File: src/rtl/router_arbiter_rr.sv
// router_arbiter_rr: registered N-way packet-holding arbiter, fixed-priority or round-robin.
// Define ARB_HOLD_TIMEOUT_EN to let a holder be preempted after HOLD_MAX grant cycles.
module router_arbiter_rr #(
    parameter int N_REQ    = 16,
    parameter int RR_MODE  = 1,
    parameter int HOLD_MAX = 64,
    parameter int IDX_W    = $clog2(N_REQ)
) (
    input  logic             clk,
    input  logic             reset,
    input  logic [N_REQ-1:0] request,
    output logic [N_REQ-1:0] grant,
    output logic [IDX_W-1:0] grant_idx,
    output logic             busy,
    output logic             preempt
);
    typedef enum logic {IDLE, OWNED} state_t;
    state_t state, state_n;
    logic [IDX_W-1:0] own, last, start, win;
    logic [N_REQ-1:0] own_bit, cand;
    logic take, timeout;

    if (N_REQ < 2 || N_REQ > 64 || HOLD_MAX < 1 || HOLD_MAX > 65535) begin : g_bad_param
        $error("router_arbiter_rr: parameter out of range");
    end

    always_ff @(posedge clk) begin
        if (reset) begin
            state <= IDLE;
            own   <= '0;
            last  <= IDX_W'(N_REQ - 1);
        end else begin
            state <= state_n;
            if (take) begin
                own  <= win;
                last <= win;
            end
        end
    end

    always_comb begin
        own_bit      = '0;
        own_bit[own] = 1'b1;
    end

    // Round-robin search begins just after the last winner; fixed priority always from 0.
    assign start = (RR_MODE != 0 && last != IDX_W'(N_REQ - 1)) ? last + 1'b1 : '0;

    always_comb begin
        win = '0;
        for (int k = N_REQ - 1; k >= 0; k--)
            if (cand[(int'(start) + k) % N_REQ]) win = IDX_W'((int'(start) + k) % N_REQ);
    end

    // A release by the owner takes precedence over a coincident timeout.
    always_comb begin
        state_n = state;
        take    = 1'b0;
        cand    = request;
        if (state == IDLE || !request[own]) begin
            take    = |request;
            state_n = take ? OWNED : IDLE;
        end else if (timeout) begin
            take = 1'b1;
            cand = request & ~own_bit;
        end
    end

    always_comb begin
        busy      = state == OWNED;
        grant     = busy ? own_bit : '0;
        grant_idx = own;
    end

`ifdef ARB_HOLD_TIMEOUT_EN
    localparam int CW = $clog2(HOLD_MAX + 1);
    logic [CW-1:0] hold;
    logic          pre_q;
    assign timeout = hold >= CW'(HOLD_MAX - 1) && |(request & ~own_bit);
    always_ff @(posedge clk) begin
        if (reset || take) hold <= '0;
        else if (state == OWNED && hold != CW'(HOLD_MAX)) hold <= hold + 1'b1;
        pre_q <= !reset && state == OWNED && request[own] && timeout;
    end
    assign preempt = pre_q;
`else
    assign timeout = 1'b0;
    assign preempt = 1'b0;
`endif
endmodule

File: config.mk
export PLATFORM = sky130hd
export DESIGN_NAME = router_arbiter_rr
export DESIGN_NICKNAME = d
export VERILOG_FILES = /design/src/rtl/router_arbiter_rr.sv
export SDC_FILE = /design/constraint.sdc
export NUM_CORES = 1
export LEC_CHECK = 0
export CORE_MARGIN = 2
export CORE_UTILIZATION = 37
export CTS_CLUSTER_SIZE = 16
export DETAILED_ROUTE_END_ITERATION = 10
export SYNTH_ARGS = -nofsm -noshare
export SYNTH_HDL_FRONTEND = slang
export SYNTH_SLANG_ARGS = --single-unit
File: constraint.sdc
create_clock -name clk -period 4.2 [get_ports clk]
set_input_delay 0.42 -clock clk [delete_from_list [all_inputs] [get_ports clk]]
set_output_delay 0.42 -clock clk [all_outputs]
set_load 0.05 [all_outputs]
# Word level (Yosys, flattened, before mapping)
# Index checks and enable logic that the tools add are counted.
classes:
  muxes: 71
  order_cmp: 18
  reduce_logical: 19
  bitwise: 16
  addsub: 16
  eq_ne: 1
ops:
  columns: ["cell", "n"]
  rows:
  - ["< comparator 5 x 6 -> 1 bit, second input constant", 15]
  - ["binary-select mux 1 bit (select 4 bit)", 17]
  - ["2-to-1 mux 4 bit", 17]
  - ["OR reduction 4 bit", 15]
  - ["2-to-1 mux 1 bit", 35]
  - ["adder 4 bit, second input constant", 8]
  - ["adder 4 x 3 -> 4 bit, second input constant", 4]
  - ["2-to-1 mux 16 bit", 1]
  - ["OR reduction 16 bit", 1]
  - ["bitwise AND 1 bit, first input constant", 15]
  - ["< comparator 4 x 5 -> 1 bit, second input constant", 2]
  - ["adder 4 x 1 -> 4 bit, second input constant", 2]
  - ["adder 4 x 2 -> 4 bit, second input constant", 2]
  - ["demux 1 bit (select 4 bit)", 1]
  - ["greater-or-equal comparator 4 x 1 -> 1 bit, second input constant", 1]
  - ["inequality test 4 bit, second input constant", 1]
  - ["logical AND 1 bit", 1]
  - ["logical NOT 1 bit", 1]
  - ["logical OR 1 bit", 1]
  - ["inverter 1 bit", 1]
word_totals:
  in_bits: 18
  register_bits: 9
  wordCells: 144
  out_inout_bits: 22

# Logic depth before layout (Yosys ltp)
# Gate-level depths: netlist of run 1.
logic_depth:
  ltp_word: 24
  ltp_mapped: 19
  ltp_nobuf: 15

# Least setup slack after synthesis of run 1
# Ideal clock, no wire load.
synth_path:
  path_type: "register to register"
  startpoint: "register last[0]"
  endpoint: "register last[0]"
  path_stages_with_launch: 19
  n_path_buf: 4
  arrival_time_ns: 3.764
  setup_slack_ns: 0.359
  t_required_ns: 4.123
  setup_ns: 0.077
  path_cell_list: "dfxtp_1 buf_2 buf_2 inv_1 ha_1 buf_4 inv_1 ha_1 clkbuf_1 nor2b_1 or3_1 nand3_1 nand3b_2 and2_4 a21oi_2 nand3_1 o2111ai_1 or3b_1 a41oi_2"
synth_via:
  elab_chain_len: 22
synth_rtl:
  columns: ["element", "line", "rtl"]
  rows:
  - ["from (decl)", "19", "logic [IDX_W-1:0] own, last, start, win;"]
  - ["from (signal assigned)", "31", "last <= IDX_W'(N_REQ - 1);"]
  - ["from (signal assigned)", "36", "last <= win;"]
  - ["adder 4 x 1 -> 4 bit or inequality test 4 bit (tied branches)", "47", "assign start = (RR_MODE != 0 && last != IDX_W'(N_REQ - 1)) ? last + 1'b1 : '0;"]
  - ["2-to-1 mux 4 bit (*)", "47", null]
  - ["adder 4 bit", "52", "if (cand[(int'(start) + k) % N_REQ]) win = IDX_W'((int'(start) + k) % N_REQ);"]
  - ["binary-select mux 1 bit (select 4 bit)", "52", null]
  - ["2-to-1 mux 1 bit (implied by the code) (2 in series)", "52", null]
  - ["2-to-1 mux 4 bit (15 in series)", "52", null]
  - ["2-to-1 mux 4 bit (*)", "52", null]
# Mark *: on every way between the ends. The rest lies on a longest branch, timed or not. The select of a mux whose other input is x is not followed.
# A chain may end at the register's enable or synchronous reset.

# Worst setup path in the final report of run 1
layout_path:
  startpoint: "register last[0]"
  endpoint: "register own[1] (netlist: grant_idx[1])"
layout_via:
  elab_chain_len: 22
layout_rtl:
  columns: ["element", "line", "rtl"]
  rows:
  - ["adder 4 x 1 -> 4 bit or inequality test 4 bit (tied branches)", "47", null]
  - ["2-to-1 mux 4 bit (*)", "47", null]
  - ["adder 4 bit", "52", null]
  - ["binary-select mux 1 bit (select 4 bit)", "52", null]
  - ["2-to-1 mux 1 bit (implied by the code) (2 in series)", "52", null]
  - ["2-to-1 mux 4 bit (15 in series)", "52", null]
  - ["2-to-1 mux 4 bit (*)", "52", null]
  - ["to (signal assigned)", "35", "own <= win;"]
  - ["to (decl)", "19", null]
# Marks and branches as above.

==> results of run 1 <==
-- kinds of logic (layout without fill, tap and decap cells) --
group / count (synthesis) / after routing / synth area share (%)
AO/OA/AOI/OAI: 118 / 118 / 26.9
XOR/XNOR: 9 / 9 / 3.32
adder cells (fa/ha/maj): 6 / 6 / 2.46
buffers and inverters: 35 / 68 / 5.91
flip-flops: 9 / 9 / 5.91
multiplexers: 63 / 63 / 28.0
other: 1 / 1 / 0.123
AND/OR/NAND/NOR: 157 / 157 / 27.4
-- worst max-delay path: cells and delay by family (launching register included) --
family | cells | cell delay (ns)
muxes | 4 | 1.38
and+or+nand+nor | 5 | 1.01
adders and majority gates | 1 | 0.46
buffers and inverters | 2 | 0.43
DFF | 1 | 0.39
AOI/OAI and AO/OA | 1 | 0.16
-- cell usage in the layout, fill, tap and decap left out, types with 3 or more instances in the layout --
| cell type | count |
|---|---|
| clkdlybuf4s50_1 | 38 |
| nand2_1 | 35 |
| mux2i_1 | 32 |
| o21ai_0 | 32 |
| nor2_1 | 28 |
| a21oi_1 | 21 |
| nor3_1 | 16 |
| nand3_1 | 15 |
| mux2_2 | 15 |
| buf_4 | 15 |
| mux4_2 | 13 |
| nor2b_1 | 12 |
| nand2b_1 | 11 |
| inv_1 | 10 |
| nor4_1 | 9 |
| dfxtp_1 | 9 |
| a211oi_1 | 7 |
| o211ai_1 | 7 |
| and2_1 | 6 |
| o2111ai_1 | 6 |
| and3_1 | 5 |
| a21o_1 | 5 |
| xnor2_1 | 5 |
| o22ai_1 | 5 |
| ha_1 | 5 |
| o221ai_1 | 4 |
| a31oi_1 | 4 |
| a21oi_2 | 3 |
| or2_2 | 3 |
| o21a_1 | 3 |
| a221oi_1 | 3 |
| clkbuf_8 | 3 |
-- registers in the layout, summed over array words and instances (netlist names) --
| signal | flops |
|---|---|
| busy | 1 |
| grant_idx | 4 |
| last | 4 |
-- worst paths after layout --
check,start,depth (start not counted),to
max reg2reg,last[0]$_SDFFE_PP1P_,13,grant_idx[1]$_SDFFE_PP0P_
min reg2reg,last[3]$_SDFFE_PP1P_,2,last[3]$_SDFFE_PP1P_
max,last[0]$_SDFFE_PP1P_,13,grant_idx[1]$_SDFFE_PP0P_
min,last[3]$_SDFFE_PP1P_,2,last[3]$_SDFFE_PP1P_
-- per-layer routing --
| layer | track usage, % | vias up |
|---|---|---|
| met5 | 0 | - |
| met1 | 32.2 | 1615 |
| met3 | 2.71 | 28 |
| met2 | 40.0 | 179 |
| met4 | 8.09 | 0 |
| li1 | - | 1591 |
-- layout make-up --
class	count	area (um2)	share of cell area (%)
multi-input combinational	354	2700	75.2
timing repair buffer	53	493	13.7
sequential	9	180	5.02
tap	105	131	3.66
clock buffer	4	45.0	1.26
inverter	11	41.3	1.15
-- stage by stage --
step	hold slack [ns]	cell area (um2)	setup slack (ns)	std cells	util (%)
after floorplan	0.492	3050	0.359	398	-
after global placement	0.555	3540	0.330	532	43.7
after detailed placement	0.563	3540	0.280	532	43.7
after CTS	0.572	3580	0.258	536	44.2
after global routing	0.636	3590	0.0887	536	44.3
final	0.569	3590	0.283	536	44.3
-- synthesized netlist by cell type, types with 2 or more instances --
library cell	n
buf_4	7
or2_2	3
a31oi_1	4
clkbuf_1	8
o21ai_0	32
mux2i_4	2
mux4_2	13
nand2b_1	11
ha_1	6
a21oi_1	21
nor2_1	28
dfxtp_1	9
a21boi_0	2
mux2i_1	32
o211ai_1	7
inv_1	10
a21o_1	5
buf_2	6
a211oi_1	8
buf_6	2
nor2b_1	12
o22ai_1	5
nor3_1	16
mux2_2	15
xnor2_1	5
and3_1	5
o221ai_1	4
a21oi_2	3
a221oi_1	3
nand3_1	15
o2111ai_1	6
nor4_1	9
xor2_2	2
a211o_1	2
nand2_1	35
nand3b_1	2
and2_1	6
o21a_1	3
==> impl_metrics.toml, run 1 <==
[clocking]
clk_path_buf_depth = 2
cts_tree = "yes"
clockRootBuffer = "clkbuf_8"
cts_hold_buffers = 0
insertion_delay_ns = 0.23
clkSinkCount = 9
cts.clk_slew.worst_paths_ns = 0.04
ctsResizeCount = 0
post_cts_buffers = 0
cts_htree_levels = 1
cts_buffers = 3

[synthesis]
ys_async_sr_fraction_pct = 0
synth_ff_type = "dfxtp_1"
yosysSeqAreaShare_pct = 5.91
synth.avg_cell_area_um2 = 7.66
synth_edf_count = 0
yosysTopAreaCell = "mux2i_1"
yosysWarnings = 0
synthDistinctLibCells = 72
synthCells = 398
synth_area_um2 = 3050
ys_ff_latch = 9
yosysTopAreaCellShare_pct = 10.5
synthTopCellsByArea = "mux2i_1 11%, mux4_2 9.6%, dfxtp_1 5.9%"
synth_fp_nets = 422

[placed_design]
place_congestion = 0.954
dp_hpwl_um = 8300
io_buffers = 38

[layout]
fill_cells = 855
finalNetCount = 456
n_antenna_cell = 0
synthToLayoutAreaGrowth_pct = 17.6
drive_gt1_share_pct = 16.7

[setup_path]
path_cells = "inv_1 > ha_1 > buf_4 > mux2_2 > mux2_2 > mux2i_1 > mux2i_1 > nor2b_1 > a21o_1 > nand3_1 > nor3_1 > nor4_1 > nor4_1"
crit_fanout = 16
crit_type = "reg -> reg"
cp-start-kind = "flop"
max_stage_delay_ns = 0.46
endpoint_kind = "flop"
worstPathArrival_ns = 4.05
critPathRequiredTime_ns = 4.34
crit_slowest_cell = "ha_1"
reg2reg_slack_ns = 0.28

[drt]
antenna_left = 0
via_count = 3413
top_layer = "met4"
via_per_inst = 6.37
drc_errors = 0
routedWlPerCell_um = 19.7
drtPass1Iterations = 5
route.met2.wl_um = 5020
wl_met1_um = 4530
totalWireLength_um = 10600
dr_wl_met3_um = 721
drt_iter0_markers = 366

[grt]
grt_pass1_vias = 3077
grt_max_degree = 23
grt_antenna_before_repair = 0
grt_pass1_wl_um = 16800
overflow = 0
track_usage_pct = 24.0

[sta]
rsz0062_at_grt = "false"
max_slew.worst_pin.slew_ns = 0.723
setup-tns-final_ns = 0
drv_slew = 0
clock_skew_ns = 0.00287
finalCritPeriodShare_pct = 93.3
fmax_mhz = 255
finalHoldViolations = 0
maxSlewHeadroom_pct = 51.5
setup_violations = 0
period_minus_slack_ns = 3.92

[floorplan]
coreArea_um2 = 8090
rows = 33
die_w_um = 94.8
io_pins = 40
initial_core_util_pct = 37.7
die-area_um2 = 8990
chipHeight_um = 94.8

[worst_hold_path]
hold_path.class = "reg -> reg"

[run]
maxCapViolations = 0

[run_status]
outcome = "finished, final reports clean"
Power of run 1 is not shown: default switching activity piles up to over one toggle a cycle in this logic, so the estimate is an artifact.
==> run 2, diff against run 1 <==
- CORE_MARGIN: 2 -> unset
- clock period: 4.2 -> 4.4 ns (I/O delays scaled with it)
==> run 2 against run 1 <==
  * Hold slack lost 0.0036 ns
  * Cell count fell by 0.93%
  * Global-route usage rose by 1.6 points
==> impl_metrics.toml, run 2 (same netlist as run 1, synthesis figures left out) <==
[layout]
layout_common_cells = "38 x clkdlybuf4s50_1, 35 x nand2_1, 32 x mux2i_1, 32 x o21ai_0, 28 x nor2_1"
drive_gt1_share_pct = 15.9
fin_cells = 531
synthToLayoutAreaGrowth_pct = 16.8
layout_commonest_cell = "clkdlybuf4s50_1"
finalNetCount = 454
n_antenna_cell = 0
fill_cells = 799

[sta]
drv_slew = 0
max_slew.worst_pin.slew_ns = 0.734
clock_skew_ns = 0.000784
setup_violations = 0
setup-tns-final_ns = 0
finalHoldViolations = 0
setup_ws_ns = 0.416
period_minus_slack_ns = 3.98
maxSlewHeadroom_pct = 51.0
fmax_mhz = 251
rsz0062_at_grt = "false"
finalCritPeriodShare_pct = 90.5

[grt]
grt_max_degree = 21
grt_pass1_vias = 3148
track_usage_pct = 25.6
overflow = 0
grt_pass1_wl_um = 17300
grt_antenna_before_repair = 0

[worst_hold_path]
hold_path.class = "reg -> reg"

[clocking]
clkSinkCount = 9
clockRootBuffer = "clkbuf_8"
insertion_delay_ns = 0.24
clk_path_buf_depth = 2
post_cts_buffers = 0
ctsResizeCount = 0
cts.clk_slew.worst_paths_ns = 0.05
cts_buffers = 3
cts_hold_buffers = 0
cts_htree_levels = 1
cts_tree = "yes"

[setup_path]
endpoint_kind = "flop"
r2r_cells = 14
worstPathArrival_ns = 4.12
reg2reg_slack_ns = 0.42
critPathCapture = "grant_idx[1]$_SDFFE_PP0P_"
startpoint = "last[1]$_SDFFE_PP1P_"
crit-reg2reg-launch = "last[1]$_SDFFE_PP1P_"
r2r-end = "grant_idx[1]$_SDFFE_PP0P_"
crit_fanout = 10
cp-start-kind = "flop"
critPathRequiredTime_ns = 4.54
crit_type = "reg -> reg"

[placed_design]
dp_hpwl_um = 8440
place_congestion = 0.972
pre_cts_ws_ns = 0.507
io_buffers = 38
place_inst = 527

[drt]
antenna_left = 0
via_count = 3392
totalWireLength_um = 10800
drc_errors = 0
drt_iter0_markers = 281
drtPass1Iterations = 6
routedWlPerCell_um = 20.3
via_per_inst = 6.39

[floorplan]
die_w_um = 92.8
coreArea_um2 = 7850
io_pins = 40
chipHeight_um = 92.8
initial_core_util_pct = 38.9
die-area_um2 = 8610
rows = 32

[run_status]
outcome = "finished, final reports clean"

[run]
maxCapViolations = 0
[run 2: cell types whose count changed in the layout (fill, tap and decap cells not counted), sizes merged]
cell | before | now
buf | 15 | 13
[run 2: critical path, stage by stage (launching register included)]
cell     delay, ns
dfxtp_1       0.41
ha_1          0.25
nor3b_2       0.33
nor2_4        0.14
inv_2         0.17
ha_1          0.29
buf_4         0.21
mux4_2        0.29
mux2i_1       0.31
o21ai_0       0.32
nor3_1        0.30
nand3_1       0.10
nor3_1        0.36
nor4_1        0.11
nor4_1        0.27
[run 2: cell type report]
| type | count | area [um2] | area share (%) |
|---|---|---|---|
| timing repair buffer | 51 | 478 | 13.4 |
| inverter | 11 | 41.3 | 1.16 |
| clock buffer | 4 | 45.0 | 1.26 |
| tap | 102 | 128 | 3.58 |
| sequential | 9 | 180 | 5.06 |
| multi-input combinational | 354 | 2690 | 75.5 |
[run 2: how the worst min path moves through the flow]
stage / from / to / slack [ns] / cells after the start
5_1_grt: last[3]$_SDFFE_PP1P_ / last[3]$_SDFFE_PP1P_ / 0.62 / 2
2_1_floorplan: last[1]$_SDFFE_PP1P_ / last[1]$_SDFFE_PP1P_ / 0.50 / 2
6_report: last[3]$_SDFFE_PP1P_ / last[3]$_SDFFE_PP1P_ / 0.57 / 2
3_3_place_gp: last[3]$_SDFFE_PP1P_ / last[3]$_SDFFE_PP1P_ / 0.55 / 2
3_5_place_dp: last[3]$_SDFFE_PP1P_ / last[3]$_SDFFE_PP1P_ / 0.56 / 2
4_1_cts: last[3]$_SDFFE_PP1P_ / last[3]$_SDFFE_PP1P_ / 0.56 / 2
[run 2: stage by stage]
step                      utilization [%]  hold slack (ns)  cell area, um2
after global routing                 45.4            0.616            3560
after floorplan                         -            0.497            3050
final                                45.4            0.565            3560
after CTS                            45.4            0.563            3560
after detailed placement             44.8            0.555            3520
after global placement               44.8            0.555            3520
[run 2: layer usage]
metal  wire length, um  global-route usage [%]  up-vias
met3               742                    3.37       19
met5                 0                       0        -
li1                  -                       -     1587
met4               153                    4.49        0
met1              4910                    35.5     1627
met2              4960                    42.6      159
Power of run 2 is left out for the same reason.
